===== src/rtl/ustream_bi_decoder.sv =====
// ustream_bi_decoder
//   Bipolar unary-stream to binary decoder. Counts the 1s in a serial stream
//   over a window of 2**WIDTH valid bits. Returns ones - 2**(WIDTH-1) as a
//   signed WIDTH-bit value. The single positive overflow case (+2**(WIDTH-1))
//   saturates to the largest positive value.
//
//   Ports
//     clk     rising-edge clock
//     rst     asynchronous, active-high reset
//     iStart  begin a window (honoured in IDLE only)
//     iClr    synchronous abort of the window in progress (RUN only)
//     iValid  qualifies iBit; bubbles stretch the window
//     iBit    stream bit (1 = +1, 0 = -1)
//     oBusy   high while in RUN
//     oDone   one-cycle pulse, coincident with the new oC
//     oC      decoded signed value, held until the next oDone
//
//   Build option
//     USTREAM_DEC_CONT_EN : continuous mode. The FSM stays in RUN and starts
//     the next window on the next valid bit. oDone pulses once per window.
module ustream_bi_decoder #(
  parameter int unsigned WIDTH = 8
) (
  input  logic             clk,
  input  logic             rst,
  input  logic             iStart,
  input  logic             iClr,
  input  logic             iValid,
  input  logic             iBit,
  output logic             oBusy,
  output logic             oDone,
  output logic [WIDTH-1:0] oC
);

  typedef enum logic [1:0] {
    S_IDLE,
    S_RUN,
    S_DONE
  } state_t;

  localparam logic [WIDTH:0]   LAST    = {1'b0, {WIDTH{1'b1}}};
  localparam logic [WIDTH-1:0] HALF    = {1'b1, {(WIDTH-1){1'b0}}};
  localparam logic [WIDTH-1:0] POS_MAX = {1'b0, {(WIDTH-1){1'b1}}};

  state_t           state_q, state_d;
  logic [WIDTH:0]   cnt_q, cnt_d;
  logic [WIDTH:0]   ones_q, ones_d;
  logic [WIDTH-1:0] oc_q, oc_d;
  logic             done_q, done_d;

  logic [WIDTH:0]   sum;
  logic [WIDTH-1:0] sat;

  // Final count including the bit on the input this cycle. Only
  // sum == 2**WIDTH sets the top bit, which is the one saturating case.
  // Otherwise the modulo-2**WIDTH difference is exact.
  assign sum = ones_q + (WIDTH+1)'(iBit);
  assign sat = sum[WIDTH] ? POS_MAX : (sum[WIDTH-1:0] - HALF);

  always_ff @(posedge clk or posedge rst) begin
    if (rst) begin
      state_q <= S_IDLE;
      cnt_q   <= '0;
      ones_q  <= '0;
      oc_q    <= '0;
      done_q  <= 1'b0;
    end else begin
      state_q <= state_d;
      cnt_q   <= cnt_d;
      ones_q  <= ones_d;
      oc_q    <= oc_d;
      done_q  <= done_d;
    end
  end

  always_comb begin
    state_d = state_q;
    cnt_d   = cnt_q;
    ones_d  = ones_q;
    oc_d    = oc_q;
    done_d  = 1'b0;
    unique case (state_q)
      S_IDLE: begin
        if (iStart && !iClr) begin
          state_d = S_RUN;
          cnt_d   = '0;
          ones_d  = '0;
        end
      end
      S_RUN: begin
        if (iClr) begin
          state_d = S_IDLE;
          cnt_d   = '0;
          ones_d  = '0;
        end else if (iValid) begin
          if (cnt_q == LAST) begin
            // oDone is a registered pulse in both modes. In single-shot mode
            // it coincides with the DONE state cycle.
            oc_d   = sat;
            done_d = 1'b1;
            cnt_d  = '0;
            ones_d = '0;
`ifndef USTREAM_DEC_CONT_EN
            state_d = S_DONE;
`endif
          end else begin
            cnt_d  = cnt_q + 1'b1;
            ones_d = sum;
          end
        end
      end
      S_DONE: begin
        state_d = S_IDLE;
      end
      default: begin
        state_d = S_IDLE;
      end
    endcase
  end

  assign oBusy = (state_q == S_RUN);
  assign oDone = done_q;
  assign oC    = oc_q;

endmodule


===== config.mk =====
export PLATFORM = sky130hd
export DESIGN_NAME = ustream_bi_decoder
export DESIGN_NICKNAME = d
export VERILOG_FILES = /design/src/rtl/ustream_bi_decoder.sv
export SDC_FILE = /design/constraint.sdc
export NUM_CORES = 1
export LEC_CHECK = 0
export BUFFER_PORTS_ARGS = -buffer_cell sky130_fd_sc_hd__buf_2
export CORE_ASPECT_RATIO = 1.2
export CORE_MARGIN = 4
export CORE_UTILIZATION = 34
export DETAILED_ROUTE_END_ITERATION = 10
export GPL_ROUTABILITY_DRIVEN = 0
export HOLD_SLACK_MARGIN = 0.1
export PLACE_DENSITY_LB_ADDON = 0.3
export SYNTH_ARGS = -nofsm -noshare
export SYNTH_HDL_FRONTEND = slang
export SYNTH_SLANG_ARGS = --single-unit

===== constraint.sdc =====
create_clock -name clk -period 2.6 [get_ports clk]
set_clock_uncertainty 0.15 [all_clocks]
set_input_delay 0.39 -clock clk [delete_from_list [all_inputs] [get_ports clk]]
set_output_delay 0.39 -clock clk [all_outputs]
set_load 0.1 [all_outputs]

# Yosys cells after proc, flatten, opt, wreduce, memory -nomap -nowiden

Cells that the tools add are included.

Bitwise logic cells: 1
$add $sub $neg: 3
Reduce and logical (&&, ||, !) cells: 7
Equal/unequal tests: 5
Muxes and demuxes: 19

Operators by type and width:

| kind                                                                     | count |
|---|---|
| 9-bit two-way mux                                                        | 7 |
| 9-bit one-hot mux with 2 select lines                                    | 2 |
| 9-bit by 1-bit adder with 9-bit output                                   | 1 |
| 9-bit by 1-bit adder with 9-bit output (second input constant)           | 1 |
| 9-bit by 8-bit == test with 1-bit output (second input constant)         | 1 |
| 2-bit two-way mux                                                        | 4 |
| 8-bit two-way mux                                                        | 1 |
| 8-bit subtractor (second input constant)                                 | 1 |
| 3-bit AND reduction                                                      | 2 |
| 1-bit two-way mux                                                        | 4 |
| 2-bit one-hot mux with 2 select lines                                    | 1 |
| 4-bit AND reduction                                                      | 1 |
| 3-bit by 2-bit inequality test with 1-bit output (second input constant) | 1 |
| 3-bit inequality test (second input constant)                            | 1 |
| 2-bit by 1-bit == test with 1-bit output (second input constant)         | 1 |
| 2-bit logical NOT                                                        | 1 |
| 2-bit inequality test (second input constant)                            | 1 |
| 2-bit nonzero test                                                       | 1 |
| 1-bit logical AND                                                        | 1 |
| 1-bit logical NOT                                                        | 1 |
| 1-bit inverter                                                           | 1 |

Bits in registers: 29
Word-level logic and storage cells: 40

# Longest topological paths before layout

Gate-level depths: netlist of the first run.

Depth after elaboration: 5
Depth in mapped cells: 6

# Worst setup path before layout of the first run

Ideal clock, no wire load.

Path type: reg2reg
Start: register state_q[1]
End: register ones_q[7]
Path slack: -0.127 ns
Period minus slack after synthesis: 2.727 ns
Data required time: 2.373 ns
Stages on the path, launching flop included: 6
Arrival time: 2.500 ns
Cell sequence: dfrtp_1 > clkbuf_1 > nor2b_1 > nor2b_1 > nand3_1 > o21ai_1

Word-level cells in the longest chain between the ends: 3
Elaborated cells on any way between the ends: 7
Those cells by class: eq/ne: 3; mux: 1; reduce/logical: 3

Ends and longest elaborated chain:

| element                                                                      | line | RTL |
|---|---|---|
| start, declared                                                              | 45   | `state_t state_q, state_d;` |
| start signal, assigned                                                       | 68   | `state_q <= state_d;` |
| 2-bit by 1-bit == test with 1-bit output (*)                                 | n/a  |  |
| net oBusy                                                                    | 30   | `output logic oBusy,` |
| 3-bit inequality test (no source line) or 2-bit nonzero test (tied branches) | n/a  |  |
| 3-bit AND reduction (no source line)                                         | n/a  |  |
| end signal, assigned                                                         | 70   | `ones_q <= ones_d;` |
| end, declared                                                                | 47   | `logic [WIDTH:0] ones_q, ones_d;` |

The timed path passes the listed nets; every way through them passes the cells marked *.
A chain may end at the register's enable or synchronous reset.

# Worst setup path in the final report of the first run

Start: register state_q[0]
End: register cnt_q[7]

Word-level cells in the longest chain between the ends: 3
Elaborated cells on any way between the ends: 7
Those cells by class: eq/ne: 3; mux: 1; reduce/logical: 3

Ends and longest elaborated chain:

| element                                                                       | line | RTL |
|---|---|---|
| 2-bit by 1-bit == test with 1-bit output or 2-bit logical NOT (tied branches) | 82   | `unique case (state_q)` |
| 3-bit inequality test (no source line), or another cell as far along          | n/a  |  |
| 3-bit AND reduction (no source line)                                          | n/a  |  |
| end signal, assigned                                                          | 69   | `cnt_q <= cnt_d;` |
| end, declared                                                                 | 46   | `logic [WIDTH:0] cnt_q, cnt_d;` |

Several ways; a longest one is shown, not always the timed one.

==> metrics.md, run 1 <==
| Metric | Value |
|---|---|
| DRC violations left | `0` |
| First-pass GRT wire length | `5240 um` |
| Initial antenna violation count | `0` |
| Vias per inst | `5.19` |
| Full die area | `5470 sq um` |
| Worst VDD drop | `0.211 mV` |
| FF+latch count, synth | `29` |
| F_max | `463 MHz` |
| Slew Viols, Final | `0` |
| Most common cell after layout, fill and taps aside | `dfrtp_1` |
| Post-Synth Simple-Gate Area | `22.2%` |
| Post-synthesis xor/xnor area fraction | `6.51%` |
| Sinks on the clock net | `29` |
| Clock-pin slew on the worst setup and hold paths | `70 ps` |
| Hold WC Path Type | `primary input to flop` |
| Core area | `4230 sq um` |
| Synth Warn # | `0` |
| Row cnt | `26` |
| Compound-Gate Fraction of Synth Area | `16.7%` |
| Critical path data arrival time | `2220 ps` |
| Resized Gates After CTS | `0` |
| Crit path required time | `2660 ps` |
| Worst R2R Path Depth | `4` |
| Worst-path fanout max | `13` |
| DP Worst Slack | `384 ps` |
| Mapped cell area | `1480 sq um` |
| Number of synthesized flops with an enable pin | `0` |
| Slew HR | `67.8%` |
| Antenna-violating nets left | `0` |
| Max cap viols | `0` |
| Detailed Route Iter0 Violations | `85` |
| Vias in the first global route | `1161` |
| Final setup TNS | `0 ps` |
| Grt ovf | `0` |
| Diode count | `0` |
| Final hold violations | `0` |
| R2r endpoint | `cnt_q[7]$_DFFE_PP0P_` |
| Minimum clock period | `2160 ps` |
| Commonest cells after routing, fill and taps aside | `29 x dfrtp_1, 16 x a21oi_1, 15 x nand2_1, 15 x buf_2, 13 x nor2_1` |
| Share of flip-flops with an asynchronous set or reset | `100%` |
| TritonCTS Buffers | `5` |
| Multi-input logic area | `711 sq um` |
| Filler cells | `443` |
| PD cells | `595 nW/um^2` |
| TritonCTS clock tree | `built` |
| Post-synthesis adder-cell area fraction | `2.54%` |
| Fin crit share | `83.1%` |
| Final setup fails | `0` |
| Layout cells sized above 1 | `16.0%` |
| Syn Area/Cell | `9.48 sq um` |
| Via count | `1199` |
| Top Ports | `16` |
| Chip width | `68.2 um` |
| Setup crit start kind | `flop` |
| Critical Path Source | `state_q[0]$_DFFE_PP0P_` |
| Critical path endpoint category | `flop` |
| Final wirelength | `3090 um` |
| Reg2Reg Setup Slack | `440 ps` |
| LEAKAGE | `0.000772 uW` |
| RSZ-0062 raised after global routing | `false` |
| Initial Utilization | `35.0%` |
| Pre-Repair DR Iteration Count | `4` |
| P&R area growth vs syn | `18.0%` |
| Top-area cell type share of the netlist area | `49.1%` |
| Final worst setup slack | `440 ps` |
| Reg-to-reg startpoint | `state_q[0]$_DFFE_PP0P_` |
| Largest cells by area after synthesis | `dfrtp_1 49%, a21oi_1 5.4%, nand2_1 3.8%, xnor2_1 3.6%, nor2_1 3.3%` |
| Die H | `80.2 um` |
| H-tree levels | `2` |
| Critical path class | `flop to flop` |
| Longest Clk Path Bufs | `2` |
| Dpl hpwl | `2220 um` |
| Area leader, netlist | `dfrtp_1` |
| Syn_nets | `165` |
| Mux cell area share after synthesis | `0%` |
| Cells after Synth | `156` |
| Status | `finished, final reports clean` |
| WL/cell | `13.4 um` |
| Post-DP Area | `1620 sq um` |
| Fin area | `1750 sq um` |
| Actual slew at the worst max-slew pin | `486 ps` |
| Dominant synthesized flop cell | `dfrtp_1` |
| Hold depth | `2` |
| CTS root buffer | `clkbuf_8` |
| Gr usage total | `12.9%` |
| Distinct cells, synth | `37` |
| Critical Path Sink | `cnt_q[7]$_DFFE_PP0P_` |
| Pwr Total | `1040 uW` |
| Clock latency on the worst-skew pair | `280 ps` |
| # nets final | `183` |
| Seq/Total Area, Yosys | `49.1%` |
| Storage cell area | `726 sq um` |
| # port buffers | `15` |
| Combinational family with the most area after synthesis | `simple AND/OR/NAND/NOR gates` |
| Largest net degree at the start of global routing | `30` |
cells by family after synthesis:
group,Yosys count
xor+xnor,11
compound gates,41
flops,29
buf+inv,11
simple gates,61
fa+ha+maj,3
critical path, stage by stage, from the launching register on:
cell	delay, ps
dfrtp_1	430
or3b_1	500
a21o_1	330
or4_1	510
a21oi_1	160
routing by layer:
metal,track usage [%],vias to the layer above,routed length [um]
met5,0,-,0
li1,-,594,-
met2,21.3,16,1580
met1,15.2,582,1340
met3,3.78,7,119
met4,5.37,0,57
worst min-delay path by stage:
stage,endpoint,from
detailed placement,cnt_q[2]$_DFFE_PP0P_,rst
floorplan,state_q[0]$_DFFE_PP0P_,iClr
CTS,state_q[0]$_DFFE_PP0P_,iClr
global route,state_q[0]$_DFFE_PP0P_,iClr
global placement,cnt_q[0]$_DFFE_PP0P_,rst
finish,state_q[0]$_DFFE_PP0P_,iClr
through the flow:
stage	hold WS, ps	instances	util, %
finish	194	231	41.3
global route	201	231	41.3
CTS	187	231	41.3
detailed placement	333	222	38.2
global placement	332	222	38.2
floorplan	313	156	-
report_power, final:
group	switching, uW	internal, uW	leakage (uW)
Clock	179	311	0.0000574
Combinational	49.8	24.4	0.000312
Sequential	14.5	461	0.000402
cell type report:
type                    count  share of cell area, %
multi-input cells         116                   40.7
clock inverters             2                   2.15
well taps                  56                   4.01
clock buffers               6                   4.73
repair buffers             19                   6.16
flip-flops and latches     29                   41.6
inverters                   3                  0.645
state kept, by name, summed over array words and instances, names as in the netlist:
signal,flops
state_q,2
oDone,1
cnt_q,9
ones_q,9
oC,8
cell usage after synthesis (2+ instances only):
cell and number:
a31oi_1 5, xor2_1 5, nor2_1 13, o31ai_1 2, xnor2_1 6, dfrtp_1 29, a21oi_1 16, ha_1 3
buf_2 3, nand3_1 9, clkbuf_1 5, inv_1 3, a211oi_1 3, o21ai_1 7, nor3_1 3, or4_1 2
nand4_1 3, and3_1 3, nand2_1 15, nor2b_1 4
repair_timing:
item / 4_1_cts / 5_1_grt
endpoints found under the hold margin: 29 / 0
hold buffers: 1 / 0
setup buffers: 0 / 0
setup endpoints to repair: 0 / 0
Power figures use the tool's default switching activity.
==> run 2, diff against run 1 <==
- clock period: 2.6 -> 1.91 ns (I/O delays scaled with it)
==> metrics.md, run 2 (same netlist as run 1, synthesis figures left out) <==
| Metric | Value |
|---|---|
| Status | `finished, final reports clean` |
| LEAKAGE | `0.000812 uW` |
| Chip width | `68.2 um` |
| Longest Clk Path Bufs | `2` |
| Sinks on the clock net | `29` |
| Gr usage total | `14.0%` |
| Clock-pin slew on the worst setup and hold paths | `60 ps` |
| P&R area growth vs syn | `21.7%` |
| WL/cell | `13.3 um` |
| Dpl hpwl | `2360 um` |
| TritonCTS Buffers | `5` |
| Detailed Route Iter0 Violations | `50` |
| Filler cells | `441` |
| PD cells | `695 nW/um^2` |
| Crit path required time | `1960 ps` |
| H-tree levels | `2` |
| Family with the most delay on the worst path | `simple AND/OR/NAND/NOR gates` |
| Crit path buffers/inverters | `0` |
| Multi-input logic area | `727 sq um` |
| Fin crit share | `97.9%` |
| Critical Path Source | `state_q[0]$_DFFE_PP0P_` |
| # nets final | `193` |
| Slew HR | `67.8%` |
| Non-filler instance count after layout | `241` |
| Critical path class | `flop to flop` |
| Hold WC Path Type | `primary input to flop` |
| Max cap viols | `0` |
| Commonest cells after routing, fill and taps aside | `29 x dfrtp_1, 15 x nand2_1, 15 x a21oi_1, 15 x buf_2` |
| Slowest-stage cell, CP | `or4_1` |
| Worst path cell trace | `or3b_4 > a21o_1 > or4_1 > a21oi_1` |
| Vias per inst | `5.17` |
| Clock latency on the worst-skew pair | `280 ps` |
| Number of setup buffers added after CTS | `0` |
| Reg-to-reg startpoint | `state_q[0]$_DFFE_PP0P_` |
| Final setup TNS | `0 ps` |
| Antenna-violating nets left | `0` |
| CTS root buffer | `clkbuf_8` |
| Initial antenna violation count | `0` |
| Most common cell after layout, fill and taps aside | `dfrtp_1` |
| Via count | `1245` |
| DRC violations left | `0` |
| Final setup fails | `0` |
| Row cnt | `26` |
| Die H | `80.2 um` |
| Critical path endpoint category | `flop` |
| Placed Cells | `232` |
| TritonCTS clock tree | `built` |
| F_max | `535 MHz` |
| Actual slew at the worst max-slew pin | `486 ps` |
| Minimum clock period | `1870 ps` |
| Diode count | `0` |
| Slew Viols, Final | `0` |
| Layout cells sized above 1 | `22.2%` |
| Grt ovf | `0` |
| Final wirelength | `3200 um` |
| Worst-path fanout max | `5` |
| Post-DP Area | `1700 sq um` |
| Hold depth | `3` |
| Largest net degree at the start of global routing | `30` |
| Final hold violations | `0` |
| Vias in the first global route | `1306` |
| Worst Hold Launch | `iClr` |
| Critical path data arrival time | `1920 ps` |
| Core area | `4230 sq um` |
| Fin area | `1800 sq um` |
| Worst VDD drop | `0.463 mV` |
| Setup crit start kind | `flop` |
| RSZ-0062 raised after global routing | `true` |
| # port buffers | `15` |
| Storage cell area | `726 sq um` |
| Top Ports | `16` |
| Initial Utilization | `35.0%` |
| Pre-Repair DR Iteration Count | `4` |
| First-pass GRT wire length | `5620 um` |
| Max stage delay on crit path | `470 ps` |
| Hold WS | `166 ps` |
| Full die area | `5470 sq um` |
| Worst R2R Path Depth | `4` |
| WP depth | `4` |
==> run 2: path summary, 6_finish.rpt <==
| check | to | slack [ps] |
|---|---|---|
| setup / recovery | cnt_q[5]$_DFFE_PP0P_ | 40 |
| hold / removal | state_q[0]$_DFFE_PP0P_ | 170 |
| setup reg to reg | cnt_q[5]$_DFFE_PP0P_ | 40 |
| hold reg to reg | ones_q[8]$_DFFE_PP0P_ | 350 |
| max in group asynchronous | oDone$_DFF_PP0_ | 870 |
| min in group asynchronous | ones_q[0]$_DFFE_PP0P_ | 470 |
==> run 2: layout make-up <==
type / count / share of cell area (%)
Tap cell: 56 / 3.89
Inverter: 3 / 0.626
Clock inverter: 2 / 0.556
Clock buffer: 6 / 4.03
Timing Repair Buffer: 29 / 10.2
Multi-Input combinational cell: 116 / 40.4
Sequential cell: 29 / 40.3
==> run 2: routing by layer <==
metal | track usage [%] | share of wire [%] | up-vias
met2 | 24.5 | 51 | 24
li1 | - | - | 617
met3 | 4.76 | 4.0 | 8
met4 | 6.56 | 2.6 | 0
met5 | 0 | 0 | -
met1 | 14.6 | 42 | 596
==> run 2: timing repair <==
| action | 4_1_cts | 5_1_grt |
|---|---|---|
| setup endpoints to repair | 0 | 8 |
| endpoints found under the hold margin | 29 | 0 |
| resized for setup | 0 | 4 |
| hold buffers | 1 | 0 |
==> run 2: power by group <==
group	total, uW	leakage [uW]	switching [uW]	internal (uW)
logic	129	0.000365	77.1	51.8
clock network	479	0.0000450	228	252
registers	643	0.000402	15.5	627
==> run 2: tightest hold or removal path: stages <==
cell and delay (ps):
buf_2 110, buf_4 110, nor3_1 50
==> run 2: through the flow <==
step / total power (uW) / util, % / setup slack (ps)
after floorplan: 729 / - / 2.36
after global placement: 775 / 40.1 / 84.9
after detailed placement: 779 / 40.1 / 19.5
after CTS: 1270 / 42.3 / 35.5
after global routing: 1320 / 42.5 / -1.84
final: 1250 / 42.5 / 39.6
==> run 3, diff against run 2 <==
- ABC_AREA: default -> 1
- CAP_MARGIN: default -> 25
- CORE_ASPECT_RATIO: 1.2 -> default
==> metrics.md, run 3 <==
| Metric | Value |
|---|---|
| Most common cell after layout, fill and taps aside | `nand2_1` |
| Status | `finished, final reports clean` |
| Actual slew at the worst max-slew pin | `487 ps` |
| Post-synthesis xor/xnor area fraction | `3.33%` |
| Sw frac | `35.9%` |
| Slew HR | `67.7%` |
| Vias in the first global route | `1199` |
| CTS root buffer | `clkbuf_8` |
| F_max | `566 MHz` |
| First-pass GRT wire length | `5530 um` |
| Crit path required time | `1470 ps` |
| Max stage delay on crit path | `390 ps` |
| Row cnt | `24` |
| Final setup TNS | `0 ps` |
| Gr usage total | `11.8%` |
| H-tree levels | `2` |
| Compound-Gate Fraction of Synth Area | `6.65%` |
| Setup crit start kind | `flop` |
| TritonCTS clock tree | `built` |
| Post-DP Area | `1710 sq um` |
| Dominant synthesized flop cell | `dfrtp_1` |
| Final worst setup slack | `143 ps` |
| Via count | `1266` |
| Detailed Route Iter0 Violations | `88` |
| Die H | `76.2 um` |
| Synth Warn # | `0` |
| Vias per inst | `4.51` |
| Hold WC Path Type | `primary input to flop` |
| Worst-path fanout max | `4` |
| TritonCTS Buffers | `5` |
| Critical path data arrival time | `1330 ps` |
| Clock-pin slew on the worst setup and hold paths | `60 ps` |
| Storage cell area | `726 sq um` |
| Critical path endpoint category | `output pin` |
| Grt ovf | `0` |
| Commonest cells after routing, fill and taps aside | `74 x nand2_1, 29 x inv_1, 29 x dfrtp_1, 16 x nor2_1, 14 x buf_2` |
| Slew Viols, Final | `0` |
| Top cells by count, synth | `74 x nand2_1, 29 x dfrtp_1, 29 x inv_1` |
| Worst VDD drop | `0.321 mV` |
| Worst path cell trace | `inv_1 > nand2_2 > inv_1 > clkbuf_4` |
| Distinct cells, synth | `25` |
| Fin area | `1800 sq um` |
| Largest cells by area after synthesis | `dfrtp_1 46%, nand2_1 18%, inv_1 6.9%, o21ai_0 3.8%, nor2_1 3.8%` |
| Psw | `582 uW` |
| Diode count | `0` |
| Mux cell area share after synthesis | `0%` |
| Number of synthesized flops with an enable pin | `0` |
| Share of flip-flops with an asynchronous set or reset | `100%` |
| Fin crit share | `92.5%` |
| Top Ports | `16` |
| Syn_nets | `216` |
| Largest net degree at the start of global routing | `30` |
| Seq/Total Area, Yosys | `45.9%` |
| Mapped cell area | `1580 sq um` |
| Antenna-violating nets left | `0` |
| Final setup fails | `0` |
| Syn Area/Cell | `7.63 sq um` |
| Count leader, synth | `nand2_1` |
| Layout cells sized above 1 | `17.0%` |
| Final wirelength | `3120 um` |
| Max cap viols | `0` |
| Filler cells | `459` |
| Clk pwr share | `31.0%` |
| # nets final | `238` |
| P&R area growth vs syn | `14.2%` |
| Cells after Synth | `207` |
| Top-area cell type share of the netlist area | `45.9%` |
| Final hold violations | `0` |
| Initial antenna violation count | `0` |
| Critical path class | `flop to output pin` |
| Multi-input logic area | `714 sq um` |
| PD cells | `899 nW/um^2` |
| DRC violations left | `0` |
| Initial Utilization | `35.8%` |
| Full die area | `5800 sq um` |
| # port buffers | `15` |
| WL/cell | `11.1 um` |
| Slowest-stage cell, CP | `dfrtp_1` |
| Clock latency on the worst-skew pair | `280 ps` |
| FF+latch count, synth | `29` |
| Longest Clk Path Bufs | `2` |
| RSZ-0062 raised after global routing | `false` |
| LEAKAGE | `0.000976 uW` |
| P_int | `1040 uW` |
| Chip width | `76.2 um` |
| Pre-Repair DR Iteration Count | `4` |
| Sequential share of power | `41.5%` |
| Post-Synth Simple-Gate Area | `32.9%` |
| Minimum clock period | `1770 ps` |
| DP Worst Slack | `233 ps` |
| Area leader, netlist | `dfrtp_1` |
| CP most frequent cell | `inv_1` |
| Core area | `4410 sq um` |
| Combinational family with the most area after synthesis | `simple AND/OR/NAND/NOR gates` |
| Post-synthesis adder-cell area fraction | `2.38%` |
| Dpl hpwl | `2260 um` |
| Sinks on the clock net | `29` |
| Logic gate share of total power | `27.4%` |
[run 3: cell type report]
class / count / area share, %
flip-flops and latches: 29 / 40.2
multi-input cells: 145 / 39.6
inverters: 31 / 6.52
repair buffers: 17 / 5.27
clock buffers: 7 / 4.79
well taps: 52 / 3.61
[run 3: critical path: cells and delay by family, from the launching register on]
family                 cells  cell delay, ps
AND/OR/NAND/NOR            1             110
flip-flops                 1             390
buffers and inverters      3             540
[run 3: worst paths after layout]
kind | end | slack [ps] | depth (start not counted) | from
max in group asynchronous | ones_q[8]$_DFFE_PP0P_ | 860 | 4 | rst
hold reg to reg | oC[3]$_DFFE_PP0P_ | 320 | 2 | oC[3]$_DFFE_PP0P_
min in group asynchronous | cnt_q[7]$_DFFE_PP0P_ | 470 | 4 | rst
setup / recovery | oBusy | 140 | 4 | state_q[1]$_DFFE_PP0P_
setup reg to reg | oC[5]$_DFFE_PP0P_ | 250 | 9 | cnt_q[0]$_DFFE_PP0P_
hold / removal | oDone$_DFF_PP0_ | 190 | 3 | iValid
[run 3: per-layer routing]
| layer | track usage, % | routed length [um] |
|---|---|---|
| met1 | 15.8 | 1570 |
| met2 | 16.9 | 1320 |
| met3 | 3.19 | 138 |
| met4 | 7.34 | 90 |
| met5 | 0 | 0 |
[run 3: logic make-up after synthesis]
group / count (synthesis)
flip-flops: 29
XOR/XNOR: 6
AND/OR/NAND/NOR: 117
adder cells (fa/ha/maj): 3
buffers and inverters: 33
AO/OA/AOI/OAI: 19
[run 3: through the flow]
stage	util, %	power [uW]	instances	hold slack, ps
global route	40.9	1720	281	186
global placement	38.6	1130	273	224
floorplan	-	1060	207	215
finish	40.9	1620	281	190
detailed placement	38.6	1130	273	228
CTS	40.8	1640	281	176
[run 3: power groups by stage]
stage	sequential (uW)	clock, uW	combinational [uW]
after floorplan	679	0	382
after global placement	683	0	444
after detailed placement	684	0	442
after CTS	673	523	445
after global routing	676	550	497
final	673	503	445
[run 3: what timing repair did]
item	CTS	global route
buffers inserted	0	0
endpoints found under the hold margin	29	0
hold buffers	1	0
setup endpoints to repair	0	1
gates resized for setup	0	1
